<file path="src/rtl/btn_evt_pkg.sv">
// Shared types and defaults for the badge button event reader.
// Build option: define BTN_EVT_RELEASE_EN to queue release events as well as presses.
package btn_evt_pkg;

  // Wide enough for the largest supported button count (16).
  localparam int BTN_IDX_W     = 4;
  localparam int TICK_DIV_DEF  = 48000;
  localparam int DEB_TICKS_DEF = 10;

  typedef struct packed {
    logic [BTN_IDX_W-1:0] index;
    logic                 press;
  } btn_evt_t;

  // Bit width needed to address n items, never less than one bit.
  function automatic int addr_w(input int n);
    return (n > 1) ? $clog2(n) : 1;
  endfunction

endpackage

</file>
<file path="src/rtl/btn_debounce.sv">
// Per-button debouncer: flips its level after DEB_TICKS consecutive ticks
// on which the synchronized input disagrees with the current level.
module btn_debounce
  import btn_evt_pkg::*;
#(
  parameter int DEB_TICKS = DEB_TICKS_DEF
) (
  input  logic clk,
  input  logic rst_n,
  input  logic din,
  input  logic tick,
  output logic level,
  output logic change
);

  logic [7:0] cnt_r;
  logic       level_r;

  // Change is combinational so the caller can record it on the same edge the level flips.
  always_comb begin
    change = 1'b0;
    if (tick && (din != level_r) && (cnt_r == 8'(DEB_TICKS - 1))) begin
      change = 1'b1;
    end else begin
      change = 1'b0;
    end
  end

  // Stability counter and debounced level, advanced only on the shared tick.
  always_ff @(posedge clk or negedge rst_n) begin
    if (!rst_n) begin
      cnt_r   <= 8'd0;
      level_r <= 1'b0;
    end else if (tick) begin
      if (din == level_r) begin
        cnt_r <= 8'd0;
      end else if (change) begin
        cnt_r   <= 8'd0;
        level_r <= ~level_r;
      end else begin
        cnt_r <= cnt_r + 8'd1;
      end
    end else begin
      cnt_r   <= cnt_r;
      level_r <= level_r;
    end
  end

  assign level = level_r;

endmodule

</file>
<file path="src/rtl/btn_event_reader.sv">
// Badge button reader: synchronizes and debounces the active-low pins, turns
// level changes into press/release events and queues them for a consumer.
// Build option: BTN_EVT_RELEASE_EN queues releases too; without it only presses
// are queued, evt_press is constant 1 and overflow never pulses.
module btn_event_reader
  import btn_evt_pkg::*;
#(
  parameter int NBTN       = 8,
  parameter int TICK_DIV   = TICK_DIV_DEF,
  parameter int DEB_TICKS  = DEB_TICKS_DEF,
  parameter int FIFO_DEPTH = 4
) (
  input  logic                                   clk,
  input  logic                                   rst_n,
  input  logic [NBTN-1:0]                        nbtn,
  output logic [NBTN-1:0]                        btn_level,
  output logic                                   evt_valid,
  input  logic                                   evt_ready,
  output logic [((NBTN > 1) ? $clog2(NBTN) : 1)-1:0] evt_index,
  output logic                                   evt_press,
  output logic                                   overflow
);

  localparam int IDX_W = addr_w(NBTN);
  localparam int DIV_W = addr_w(TICK_DIV);
  localparam int PTR_W = addr_w(FIFO_DEPTH);
  localparam int CNT_W = PTR_W + 1;

`ifdef BTN_EVT_RELEASE_EN
  localparam logic PRESS_RST = 1'b0;
`else
  // Every stored entry, reset contents included, carries press=1 in press-only builds.
  localparam logic PRESS_RST = 1'b1;
`endif
  localparam btn_evt_t EVT_RST = '{index: {BTN_IDX_W{1'b0}}, press: PRESS_RST};

  logic [NBTN-1:0]  sync1_r, sync2_r, pressed_s;
  logic [NBTN-1:0]  level_s, change_s, post_s, coal_s, grant_s;
  logic [NBTN-1:0]  pend_r, pend_dir_r;
  logic [DIV_W-1:0] div_r;
  logic             tick_s;
  btn_evt_t         mem_r [FIFO_DEPTH];
  btn_evt_t         wr_evt_s, head_s;
  logic [PTR_W-1:0] wr_ptr_r, rd_ptr_r;
  logic [CNT_W-1:0] count_r;
  logic             valid_r, overflow_r, push_s, pop_s, can_push_s;

  // Two-flop synchronizer; resets to the released (high) pin state.
  always_ff @(posedge clk or negedge rst_n) begin
    if (!rst_n) begin
      sync1_r <= {NBTN{1'b1}};
      sync2_r <= {NBTN{1'b1}};
    end else begin
      sync1_r <= nbtn;
      sync2_r <= sync1_r;
    end
  end

  assign pressed_s = ~sync2_r;

  // Free-running prescaler for the debounce tick.
  always_ff @(posedge clk or negedge rst_n) begin
    if (!rst_n) begin
      div_r <= {DIV_W{1'b0}};
    end else if (div_r == DIV_W'(TICK_DIV - 1)) begin
      div_r <= {DIV_W{1'b0}};
    end else begin
      div_r <= div_r + DIV_W'(1);
    end
  end

  assign tick_s = (div_r == DIV_W'(TICK_DIV - 1));

  for (genvar g = 0; g < NBTN; g++) begin : g_deb
    btn_debounce #(.DEB_TICKS(DEB_TICKS)) u_deb (
      .clk    (clk),
      .rst_n  (rst_n),
      .din    (pressed_s[g]),
      .tick   (tick_s),
      .level  (level_s[g]),
      .change (change_s[g])
    );
  end

  assign btn_level = level_s;

  // Select which level changes become events; the new direction equals the synchronized input.
  always_comb begin
`ifdef BTN_EVT_RELEASE_EN
    post_s = change_s;
`else
    post_s = change_s & pressed_s;
`endif
  end

  // Arbiter: lowest-index pending button wins the single push slot when there is room.
  always_comb begin
    grant_s    = {NBTN{1'b0}};
    push_s     = 1'b0;
    wr_evt_s   = '{index: {BTN_IDX_W{1'b0}}, press: 1'b0};
    pop_s      = valid_r & evt_ready;
    can_push_s = (count_r != CNT_W'(FIFO_DEPTH)) | pop_s;
    for (int i = 0; i < NBTN; i++) begin
      if (can_push_s && pend_r[i] && !push_s) begin
        grant_s[i]     = 1'b1;
        push_s         = 1'b1;
        wr_evt_s.index = BTN_IDX_W'(i);
        wr_evt_s.press = pend_dir_r[i];
      end else begin
        grant_s[i] = 1'b0;
      end
    end
  end

  // An opposite-direction change on a still-pending button cancels both changes.
  always_comb begin
    coal_s = post_s & pend_r & ~grant_s & (pend_dir_r ^ pressed_s);
  end

  // Pending bits: set on a posted change, cleared by a grant or by coalescing.
  always_ff @(posedge clk or negedge rst_n) begin
    if (!rst_n) begin
      pend_r     <= {NBTN{1'b0}};
      pend_dir_r <= {NBTN{1'b0}};
      overflow_r <= 1'b0;
    end else begin
      for (int i = 0; i < NBTN; i++) begin
        if (post_s[i]) begin
          if (coal_s[i]) begin
            pend_r[i] <= 1'b0;
          end else begin
            pend_r[i]     <= 1'b1;
            pend_dir_r[i] <= pressed_s[i];
          end
        end else if (grant_s[i]) begin
          pend_r[i] <= 1'b0;
        end else begin
          pend_r[i] <= pend_r[i];
        end
      end
      overflow_r <= |coal_s;
    end
  end

  // Event FIFO; valid excludes the entry written this cycle, giving one cycle of latency.
  always_ff @(posedge clk or negedge rst_n) begin
    if (!rst_n) begin
      for (int i = 0; i < FIFO_DEPTH; i++) begin
        mem_r[i] <= EVT_RST;
      end
      wr_ptr_r <= {PTR_W{1'b0}};
      rd_ptr_r <= {PTR_W{1'b0}};
      count_r  <= {CNT_W{1'b0}};
      valid_r  <= 1'b0;
    end else begin
      if (push_s) begin
        mem_r[wr_ptr_r] <= wr_evt_s;
        wr_ptr_r        <= wr_ptr_r + PTR_W'(1);
      end
      if (pop_s) begin
        rd_ptr_r <= rd_ptr_r + PTR_W'(1);
      end
      case ({push_s, pop_s})
        2'b10:   count_r <= count_r + CNT_W'(1);
        2'b01:   count_r <= count_r - CNT_W'(1);
        default: count_r <= count_r;
      endcase
      valid_r <= (count_r != CNT_W'(0)) && !(pop_s && (count_r == CNT_W'(1)));
    end
  end

  assign head_s    = mem_r[rd_ptr_r];
  assign evt_valid = valid_r;
  assign evt_index = IDX_W'(head_s.index);
  assign evt_press = head_s.press;
  assign overflow  = overflow_r;

endmodule
</file>
<file path="config.mk">
export PLATFORM = sky130hd
export DESIGN_NAME = btn_event_reader
export DESIGN_NICKNAME = d
export VERILOG_FILES = /design/src/rtl/btn_evt_pkg.sv /design/src/rtl/btn_debounce.sv /design/src/rtl/btn_event_reader.sv
export SDC_FILE = /design/constraint.sdc
export NUM_CORES = 1
export LEC_CHECK = 0
export CORE_MARGIN = 2
export CORE_UTILIZATION = 60
export CTS_CLUSTER_SIZE = 40
export DETAILED_ROUTE_END_ITERATION = 10
export GPL_TIMING_DRIVEN = 0
export PLACE_DENSITY = 0.83
export REMOVE_ABC_BUFFERS = 1
export SKIP_LAST_GASP = 1
export SYNTH_ARGS = -nofsm -noshare
export SYNTH_HDL_FRONTEND = slang
export SYNTH_SLANG_ARGS = --single-unit
</file>
<file path="constraint.sdc">
create_clock -name clk -period 4.11 [get_ports clk]
set_clock_uncertainty 0.15 [all_clocks]
set_input_delay 0.822 -clock clk [delete_from_list [all_inputs] [get_ports clk]]
set_output_delay 0.822 -clock clk [all_outputs]
set_load 0.01 [all_outputs]
</file>
==> qor.csv, run 1 <==
stage,metric,value,unit
run_status,status,completed,
setup_path,CP required,4.31,ns
yosys,Synth area leaders,"dfrtp_1 43%, dfstp_2 7.2%, o21ai_0 5.6%",
finish,"most common cell after layout, fill and taps aside",dfrtp_1,
finish,Area Overhead vs Synth,12.0,%
finish,Nets,754,
finish,Seq. cell area,3650,sq um
power_and_ir_drop,power per cell area,393,nW/um^2
placed_design,I/O Buffers,24,
routing,Via density,5.98,
clocking,Root Buffer,clkbuf_16,
clocking,Clock Tree Buf Depth,2,
yosys,sequential-to-total area share from yosys stat,50.2,%
yosys,asr flop ratio synth,100,%
yosys,Ys Warns,0,
routing,Detail Route Antenna Nets,0,
clocking,Hold Buf Count CTS,0,
grt,largest net degree at the start of global routing,75,
power_and_ir_drop,"Power, Total",0.00320,W
finish,Post-Layout Cell Count,877,
routing,Post-route DRC,0,
finish,fraction of final layout cells sized beyond drive strength 1,12.6,%
clocking,htree depth,4,
routing,via count,5242,
clocking,clk_lat worst skew,0.43,ns
finish,FILL cells,871,
sta,RSZ-0062 raised after global routing,false,
die,Die Area,13000,sq um
grt,total track usage,23.3,%
sta,worst hold slack,0.205,ns
yosys,post-synth top area share,43.0,%
routing,First DRT Iteration DRCs,354,
yosys,register bit total from synthesis,145,
sta,final setup fails,0,
setup_path,top cell family by delay on the critical path,simple AND/OR/NAND/NOR gates,
setup_path,WP depth,7,
die,core region area,11900,sq um
sta,final hold vios,0,
power_and_ir_drop,Peak VDD IR,0.329,mV
die,Top Ports,25,
clocking,PostCTS Resize Cnt,0,
yosys,Yosys cell types,53,
die,Site Rows,40,
sta,final period utilization,87.1,%
clocking,clock transition at the registers of the reported paths,0.06,ns
grt,antenna violations before repair,0,
setup_path,Worst setup SP type,register,
sta,Slew @ Worst Pin,1.05,ns
hold_path,HP Class,register to register,
setup_path,CP cell instances,ha_1 -> nand4_2 -> nor3_2 -> and2_2 -> nand2_1 -> nor3_1 -> mux2i_1,
clocking,Post-CTS Setup Inserts,0,
setup_path,"Max FO, Critical Path",49,
setup_path,Worst setup EP type,register,
clocking,Clock Sink Count,145,
clocking,number of buffers created by CTS,17,
routing,wire length per cell,15.8,microns
setup_path,Critical path buffers and inverters,0,
yosys,Synth Flop Type,dfrtp_1,
yosys,cell taking the most area after synthesis,dfrtp_1,
grt,gr ovfl total,0,
yosys,Syn Area/Cell,10.3,sq um
setup_path,worst r2r path cells,7,
finish,"commonest cells after routing, fill and taps aside","125 x dfrtp_1, 82 x o21ai_0, 77 x nand2_1",
finish,ANT cells,0,
routing,DR pass1 iterations,5,
grt,vias in the first global route,5202,
die,overall die height,114,microns
yosys,area of the mapped netlist,7270,sq um
setup_path,"slowest stage delay, CP",0.92,ns
placed_design,detailed placement HPWL,9030,microns
clocking,CTS tree,built,
die,Die W,114,microns
sta,fmax,0.279,GHz
hold_path,Hold Path Stages,0,
sta,Setup TNS Final,0,ns
grt,first-pass GRT wire length,24000,microns
setup_path,CP arrival,3.78,ns
finish,final core utilization,68.4,%
die,Starting Density,61.1,%
sta,Slew HR,29.3,%
sta,min Tclk post-route,3.58,ns
sta,final-report max-slew violation count,0,
finish,area of the multi-input gates,3360,sq um
job,total of max-cap violations,0,
placed_design,gp weighted congestion,0.891,
setup_path,critical path type,register to register,
routing,total wire length,13900,microns
placed_design,placed instance count,845,
yosys,Cells after Synth,703,
yosys,number of synthesized flops with an enable pin,0,
power_and_ir_drop,Leakage,3.59,nW
setup_path,Worst path slowest cell,and2_2,
[power breakdown]
group,switching [W],internal [W]
clock network,0.000587,0.000908
registers,0.0000504,0.00147
logic,0.0000987,0.0000869
total,0.000736,0.00247
[cell usage after synthesis, drive strengths merged (2+ instances only)]
| master | instances |
|---|---|
| mux2i | 7 |
| nor2b | 5 |
| clkbuf | 4 |
| nor4b | 8 |
| nand2b | 10 |
| buf | 27 |
| o21ai | 91 |
| ha | 26 |
| o31ai | 21 |
| o22ai | 9 |
| nor3 | 9 |
| inv | 25 |
| a21oi | 12 |
| o32ai | 2 |
| and2 | 3 |
| nand4b | 5 |
| nor2 | 45 |
| and3 | 23 |
| nor4 | 10 |
| dfstp | 20 |
| nand2 | 78 |
| xor2 | 23 |
| nand3 | 38 |
| xnor2 | 19 |
| a21o | 16 |
| mux4 | 4 |
| mux2 | 12 |
| nand4 | 8 |
| dfrtp | 125 |
| or4 | 3 |
| nor3b | 6 |
[flip-flops by register name, indices dropped and copies added, names as in the netlist]
register and cells:
count_r 3, rd_ptr_r 2, mem_r 16, pend_dir_r 8, pend_r 8, g_deb.u_deb.level 8
g_deb.u_deb.cnt_r 64, wr_ptr_r 2, div_r 16, overflow 1, evt_valid 1, sync1_r 8
sync2_r 8
[worst paths after layout]
check	to	from	slack (ns)
max	pend_r[2]$_DFFE_PN0P_	div_r[0]$_DFF_PN0_	0.53
min	sync2_r[7]$_DFF_PN1_	sync1_r[7]$_DFF_PN1_	0.20
max in group asynchronous	sync2_r[4]$_DFF_PN1_	rst_n	2.75
max reg2reg	pend_r[2]$_DFFE_PN0P_	div_r[0]$_DFF_PN0_	0.53
min reg2reg	sync2_r[7]$_DFF_PN1_	sync1_r[7]$_DFF_PN1_	0.20
min in group asynchronous	g_deb[5].u_deb.cnt_r[5]$_DFFE_PN0N_	rst_n	0.25
[cells by family (layout without fill, tap and decap cells)]
kind of cell / count (synthesis) / in the layout / share of synthesized area [%]
AND/OR/NAND/NOR: 256 / 256 / 19.6
AO/OA/AOI/OAI: 155 / 155 / 12.9
flip-flops: 145 / 145 / 50.2
buffers and inverters: 56 / 83 / 3.65
XOR/XNOR: 42 / 42 / 5.06
adder cells (fa/ha/maj): 26 / 26 / 4.47
multiplexers: 23 / 23 / 4.06
[metal layers]
metal | share of wire, % | routed length [microns] | vias to the layer above | GRT usage, %
li1 | - | - | 2513 | -
met1 | 45 | 6200 | 2586 | 30.0
met2 | 49 | 6830 | 114 | 37.8
met3 | 4.0 | 552 | 29 | 5.56
met4 | 2.3 | 315 | 0 | 9.92
met5 | 0 | 0 | - | 0
[through the flow]
step	setup slack, ns	instance area, sq um
finish	0.530	8150
floorplan	1.12	7100
detailed placement	0.560	7570
global route	0.265	8150
CTS	0.528	8150
global placement	-3.47	7520
[layout make-up]
| type | instances | share of cell area, % |
|---|---|---|
| clock inverters | 9 | 0.967 |
| clock buffers | 23 | 6.11 |
| repair buffers | 26 | 3.44 |
| inverters | 25 | 1.15 |
| well taps | 147 | 2.26 |
| multi-input cells | 502 | 41.2 |
| flip-flops and latches | 145 | 44.8 |
Note: power is estimated with default switching activity, not from simulation.
==> run 2: changes to the inputs <==
--- a/config.mk
+++ b/config.mk
@@ -5,6 +5,7 @@
 export SDC_FILE = /design/constraint.sdc
 export NUM_CORES = 1
 export LEC_CHECK = 0
+export CORE_ASPECT_RATIO = 0.5
 export CORE_MARGIN = 2
 export CORE_UTILIZATION = 60
 export CTS_CLUSTER_SIZE = 40
==> constraint.sdc (replaced) <==
create_clock -name clk -period 3.6 [get_ports clk]
set_clock_uncertainty 0.15 [all_clocks]
set_input_delay 0.72 -clock clk [delete_from_list [all_inputs] [get_ports clk]]
set_output_delay 0.72 -clock clk [all_outputs]
set_load 0.01 [all_outputs]
==> qor.csv, run 2 (synthesis results as in run 1) <==
stage,metric,value,unit,change
routing,via count,5241,,"was 5,242"
routing,Post-route DRC,0,,unchanged
sta,final-report max-slew violation count,0,,unchanged
clocking,PostCTS Resize Cnt,0,,unchanged
sta,Slew @ Worst Pin,1.01,ns,was 1.05 ns
setup_path,CP cell instances,ha_1 -> nand4_2 -> nor3_2 -> and2_4 -> nand2_1 -> nor3_1 -> mux2i_1,,was ha_1 -> nand4_2 -> nor3_2 -> and2_2 -> nand2_1 -> nor3_1 -> mux2i_1
clocking,clock transition at the registers of the reported paths,0.07,ns,was 0.06 ns
setup_path,CP arrival,3.52,ns,was 3.78 ns
setup_path,critical path type,register to register,,unchanged
clocking,Post-CTS Setup Inserts,0,,unchanged
placed_design,detailed placement HPWL,9040,microns,was 9030 microns
finish,final core utilization,69.2,%,was 68.4%
setup_path,Worst setup SP type,register,,unchanged
finish,Nets,754,,unchanged
power_and_ir_drop,Peak VDD IR,0.325,mV,was 0.329 mV
grt,gr ovfl total,0,,unchanged
finish,max FFs per register,64,,unchanged
placed_design,gp weighted congestion,0.899,,was 0.891
finish,largest registers,"g_deb.u_deb.cnt_r (64), div_r (16), mem_r (16)",,unchanged
routing,wire length per cell,16.1,microns,was 15.8 microns
setup_path,"Max FO, Critical Path",49,,unchanged
die,Top Ports,25,,unchanged
routing,DR pass1 iterations,4,,was 5
routing,Met1 Wirelength,6730,microns,was 6200 microns
sta,Slew HR,32.5,%,was 29.3%
grt,antenna violations before repair,0,,unchanged
clocking,clk_lat worst skew,0.43,ns,about the same
sta,min Tclk post-route,3.33,ns,was 3.58 ns
finish,"commonest cells after routing, fill and taps aside","125 x dfrtp_1, 82 x o21ai_0, 77 x nand2_1",,unchanged
grt,total track usage,23.8,%,was 23.3%
sta,final period utilization,92.5,%,was 87.1%
job,total of max-cap violations,0,,unchanged
die,Starting Density,61.6,%,was 61.1%
die,core region area,11800,sq um,"was 11,900 sq um"
clocking,CTS tree,built,,unchanged
grt,first-pass GRT wire length,24500,microns,"was 24,000 microns"
sta,RSZ-0062 raised after global routing,false,,unchanged
clocking,htree depth,4,,unchanged
die,Die Area,13100,sq um,"was 13,000 sq um"
routing,Via density,5.86,,was 5.98
setup_path,CP required,3.79,ns,was 4.31 ns
placed_design,I/O Buffers,24,,unchanged
setup_path,Worst setup EP type,register,,unchanged
finish,Post-Layout Cell Count,895,,was 877
finish,fraction of final layout cells sized beyond drive strength 1,12.6,%,unchanged
clocking,Hold Buf Count CTS,0,,unchanged
finish,"most common cell after layout, fill and taps aside",dfrtp_1,,unchanged
routing,met3 wire len,614,microns,was 552 microns
setup_path,"slowest stage delay, CP",0.85,ns,was 0.92 ns
finish,ANT cells,0,,unchanged
power_and_ir_drop,power per cell area,448,nW/um^2,was 393 nW/um^2
placed_design,placed instance count,863,,was 845
routing,Highest Signal Layer,met4,,unchanged
routing,routed wl met2,6810,microns,was 6830 microns
sta,final setup fails,0,,unchanged
setup_path,Worst path slowest cell,nor3_2,,was and2_2
power_and_ir_drop,Leakage,3.58,nW,was 3.59 nW
finish,Area Overhead vs Synth,12.3,%,was 12.0%
clocking,number of buffers created by CTS,17,,unchanged
sta,fmax,0.300,GHz,was 0.279 GHz
routing,total wire length,14400,microns,"was 13,900 microns"
clocking,Root Buffer,clkbuf_16,,unchanged
run_status,status,completed,,unchanged
die,Site Rows,28,,was 40
routing,Detail Route Antenna Nets,0,,unchanged
die,Die W,160,microns,was 114 microns
sta,Setup TNS Final,0,ns,unchanged
finish,"Most flops, register",g_deb.u_deb.cnt_r,,unchanged
hold_path,HP Class,primary input to asynchronous set/reset pin,,was register to register
grt,largest net degree at the start of global routing,86,,was 75
sta,final hold vios,0,,unchanged
die,overall die height,81.8,microns,was 114 microns
routing,First DRT Iteration DRCs,376,,was 354
grt,vias in the first global route,5021,,"was 5,202"
clocking,Clock Tree Buf Depth,2,,unchanged
clocking,Clock Sink Count,145,,unchanged
## run 2: changes by cell type in the layout (fill, tap and decap cells not counted), sizes merged
cell | before | now
clkbuf | 23 | 19
clkinv | 5 | 4
clkinvlp | 2 | 3
inv | 26 | 30
## run 2: critical path: cells and delay by family, from the launching register on
kind          cells  cell delay [ns]
simple gates      5             2.22
fa+ha+maj         1             0.23
mux               1             0.24
flops             1             0.39
## run 2: worst paths after layout
kind                                 startpoint                                   to  slack [ns]  cells past startpoint
max                          div_r[0]$_DFF_PN0_                pend_r[2]$_DFFE_PN0P_        0.27                      7
min                                       rst_n  g_deb[0].u_deb.cnt_r[1]$_DFFE_PN0N_        0.11                      1
max reg2reg                  div_r[0]$_DFF_PN0_                pend_r[2]$_DFFE_PN0P_        0.27                      7
min reg2reg                sync1_r[1]$_DFF_PN1_                 sync2_r[1]$_DFF_PN1_        0.21                      0
max in group asynchronous                 rst_n                 mem_r[0]$_DFFE_PN1P_        2.34                      2
min in group clk           sync1_r[1]$_DFF_PN1_                 sync2_r[1]$_DFF_PN1_        0.21                      0
## run 2: metrics by stage
| stage | hold WS (ns) | instance area (sq um) | setup WS [ns] | total power, W |
|---|---|---|---|---|
| floorplan | 0.195 | 7100 | 0.613 | 0.00189 |
| global placement | 0.196 | 7550 | -3.99 | 0.00197 |
| detailed placement | 0.197 | 7590 | 0.000372 | 0.00198 |
| CTS | 0.130 | 8160 | 0.00531 | 0.00368 |
| global route | 0.154 | 8170 | 0.0400 | 0.00379 |
| finish | 0.107 | 8170 | 0.271 | 0.00366 |
## run 2: cell type report
type,count,area [sq um]
Fill cell,851,3640
Clock buffer,19,443
Multi-Input combinational cell,502,3360
Clock inverter,13,128
Tap cell,165,206
Timing Repair Buffer,26,280
Sequential cell,145,3650
Inverter,25,93.8
## run 2: power by group
| group | total, W | internal [W] | switching, W | leakage (nW) |
|---|---|---|---|---|
| combinational | 0.000214 | 0.0000986 | 0.000116 | 1.39 |
| sequential | 0.00174 | 0.00168 | 0.0000576 | 1.92 |
| clock | 0.00170 | 0.000981 | 0.000722 | 0.271 |
## run 2: layer usage
layer / vias up / global-route usage, %
met2: 109 / 38.9
met3: 21 / 5.81
met1: 2596 / 31.7
li1: 2515 / -
met4: 0 / 8.09
met5: - / 0
==> run 3: changes to the inputs <==
--- a/config.mk
+++ b/config.mk
@@ -7,11 +7,12 @@
 export LEC_CHECK = 0
 export CORE_ASPECT_RATIO = 0.5
 export CORE_MARGIN = 2
-export CORE_UTILIZATION = 60
+export CORE_UTILIZATION = 50
 export CTS_CLUSTER_SIZE = 40
 export DETAILED_ROUTE_END_ITERATION = 10
+export DONT_BUFFER_PORTS = 1
 export GPL_TIMING_DRIVEN = 0
-export PLACE_DENSITY = 0.83
+export PLACE_DENSITY = 0.7
 export REMOVE_ABC_BUFFERS = 1
 export SKIP_LAST_GASP = 1
 export SYNTH_ARGS = -nofsm -noshare
==> qor.csv, run 3 (synthesis results as in run 1) <==
stage,metric,value,unit,change
clocking,htree depth,4,,unchanged
routing,wire length per cell,14.8,microns,was 16.1 microns
finish,final core utilization,55.3,%,was 69.2%
setup_path,worst r2r path cells,7,,unchanged
clocking,Post-CTS Setup Inserts,0,,unchanged
run_status,status,finished with violations,,was completed
routing,total wire length,13400,microns,"was 14,400 microns"
setup_path,CP arrival,3.50,ns,was 3.52 ns
clocking,clk_lat worst skew,0.42,ns,was 0.43 ns
power_and_ir_drop,power per cell area,455,nW/um^2,was 448 nW/um^2
finish,largest registers,"g_deb.u_deb.cnt_r (64), div_r (16), mem_r (16)",,unchanged
die,core region area,14400,sq um,"was 11,800 sq um"
hold_path,HP Class,primary input to asynchronous set/reset pin,,unchanged
sta,fmax,0.302,GHz,was 0.300 GHz
finish,FILL cells,1234,,was 851
grt,first-pass GRT wire length,22600,microns,"was 24,500 microns"
finish,"Most flops, register",g_deb.u_deb.cnt_r,,unchanged
placed_design,placed instance count,871,,was 863
finish,"commonest cells after routing, fill and taps aside","125 x dfrtp_1, 82 x o21ai_0, 77 x nand2_1",,unchanged
sta,Slew HR,24.6,%,was 32.5%
power_and_ir_drop,Leakage,3.49,nW,was 3.58 nW
routing,via count,4995,,"was 5,241"
clocking,Root Buffer,clkbuf_16,,unchanged
die,overall die height,89.3,microns,was 81.8 microns
sta,Slew @ Worst Pin,1.12,ns,was 1.01 ns
grt,vias in the first global route,4567,,"was 5,021"
die,Die Area,15600,sq um,"was 13,100 sq um"
power_and_ir_drop,Peak VDD IR,0.317,mV,was 0.325 mV
finish,Post-Layout Cell Count,903,,was 895
sta,final setup fails,0,,unchanged
setup_path,CP required,3.78,ns,was 3.79 ns
clocking,clock transition at the registers of the reported paths,0.06,ns,was 0.07 ns
finish,ANT cells,0,,unchanged
finish,Area Overhead vs Synth,9.21,%,was 12.3%
sta,RSZ-0062 raised after global routing,false,,unchanged
sta,final hold vios,125,,was 0
routing,Via density,5.53,,was 5.86
setup_path,reg2reg start,div_r[0]$_DFF_PN0_,,unchanged
sta,final-report max-slew violation count,0,,unchanged
finish,Nets,729,,was 754
die,Starting Density,50.7,%,was 61.6%
die,Site Rows,31,,was 28
routing,Post-route DRC,0,,unchanged
sta,worst hold slack,-0.159,ns,was 0.107 ns
clocking,Clock Tree Buf Depth,2,,unchanged
routing,Detail Route Antenna Nets,0,,unchanged
grt,gr ovfl total,0,,unchanged
setup_path,R2R Setup Slk,0.29,ns,was 0.27 ns
sta,min Tclk post-route,3.31,ns,was 3.33 ns
routing,First DRT Iteration DRCs,243,,was 376
placed_design,I/O Buffers,0,,was 24
setup_path,"Max FO, Critical Path",49,,unchanged
run_status,failing checks,hold timing,,
sta,Setup TNS Final,0,ns,unchanged
grt,largest net degree at the start of global routing,146,,was 86
grt,antenna violations before repair,0,,unchanged
die,Die W,175,microns,was 160 microns
finish,fraction of final layout cells sized beyond drive strength 1,12.5,%,was 12.6%
clocking,number of buffers created by CTS,17,,unchanged
clocking,CTS tree,built,,unchanged
finish,"most common cell after layout, fill and taps aside",dfrtp_1,,unchanged
job,total of max-cap violations,0,,unchanged
setup_path,worst r2r dst,pend_r[2]$_DFFE_PN0P_,,unchanged
clocking,Clock Sink Count,145,,unchanged
routing,DR pass1 iterations,5,,was 4
sta,final period utilization,92.0,%,was 92.5%
setup_path,Worst setup SP type,register,,unchanged
grt,total track usage,18.3,%,was 23.8%
die,Top Ports,25,,unchanged
placed_design,detailed placement HPWL,8600,microns,was 9040 microns
setup_path,Worst setup EP type,register,,unchanged
setup_path,critical path type,register to register,,unchanged
placed_design,gp weighted congestion,0.840,,was 0.899
finish,max FFs per register,64,,unchanged
[run 3: worst max-delay path: stages (launching register included)]
cell,delay [ns]
dfrtp_1,0.39
ha_1,0.23
nand4_2,0.20
nor3_2,0.93
and2_4,0.66
nand2_1,0.16
nor3_1,0.28
mux2i_1,0.22
[run 3: how the worst max path moves through the flow]
stage	start	to	depth (start not counted)	slack, ns
floorplan	div_r[14]$_DFF_PN0_	pend_r[2]$_DFFE_PN0P_	6	0.61
global placement	div_r[14]$_DFF_PN0_	pend_r[2]$_DFFE_PN0P_	6	-0.86
detailed placement	div_r[0]$_DFF_PN0_	pend_r[2]$_DFFE_PN0P_	7	0.07
CTS	div_r[0]$_DFF_PN0_	pend_r[2]$_DFFE_PN0P_	7	0.30
global route	div_r[0]$_DFF_PN0_	pend_r[2]$_DFFE_PN0P_	7	0.01
finish	div_r[0]$_DFF_PN0_	pend_r[2]$_DFFE_PN0P_	7	0.29
[run 3: per-stage QoR]
| step | hold WS [ns] | power [W] | cell area (sq um) | setup WS [ns] |
|---|---|---|---|---|
| 2_1_floorplan | 0.195 | 0.00189 | 7100 | 0.613 |
| 3_3_place_gp | 0.196 | 0.00192 | 7350 | -0.864 |
| 3_5_place_dp | 0.197 | 0.00193 | 7370 | 0.0727 |
| 4_1_cts | -0.173 | 0.00365 | 7940 | 0.301 |
| 5_1_grt | -0.175 | 0.00376 | 7940 | 0.0111 |
| 6_report | -0.159 | 0.00362 | 7940 | 0.287 |
[run 3: power by group]
part | internal, W | switching (W)
logic | 0.0000799 | 0.0000801
registers | 0.00168 | 0.0000596
clock network | 0.00105 | 0.000662
[run 3: cell type report]
class                      count  area [sq um]  area share, %
timing repair buffer           1          11.3          0.142
sequential                   145          3650           46.0
multi-input combinational    502          3360           42.3
clock inverter                10           110           1.39
clock buffer                  22           464           5.85
inverter                      25          93.8           1.18
tap                          198           248           3.12
[run 3: repair_timing]
action / in CTS / in global routing
endpoints found under the hold margin: 136 / 125
endpoints found under the setup margin: 1 / 0
gates resized for setup: 1 / 0
[run 3: layer usage]
layer	global-route usage [%]	wire, microns
met1	25.7	6730
met2	27.8	5900
met3	4.93	626
met4	5.91	131
met5	0	0
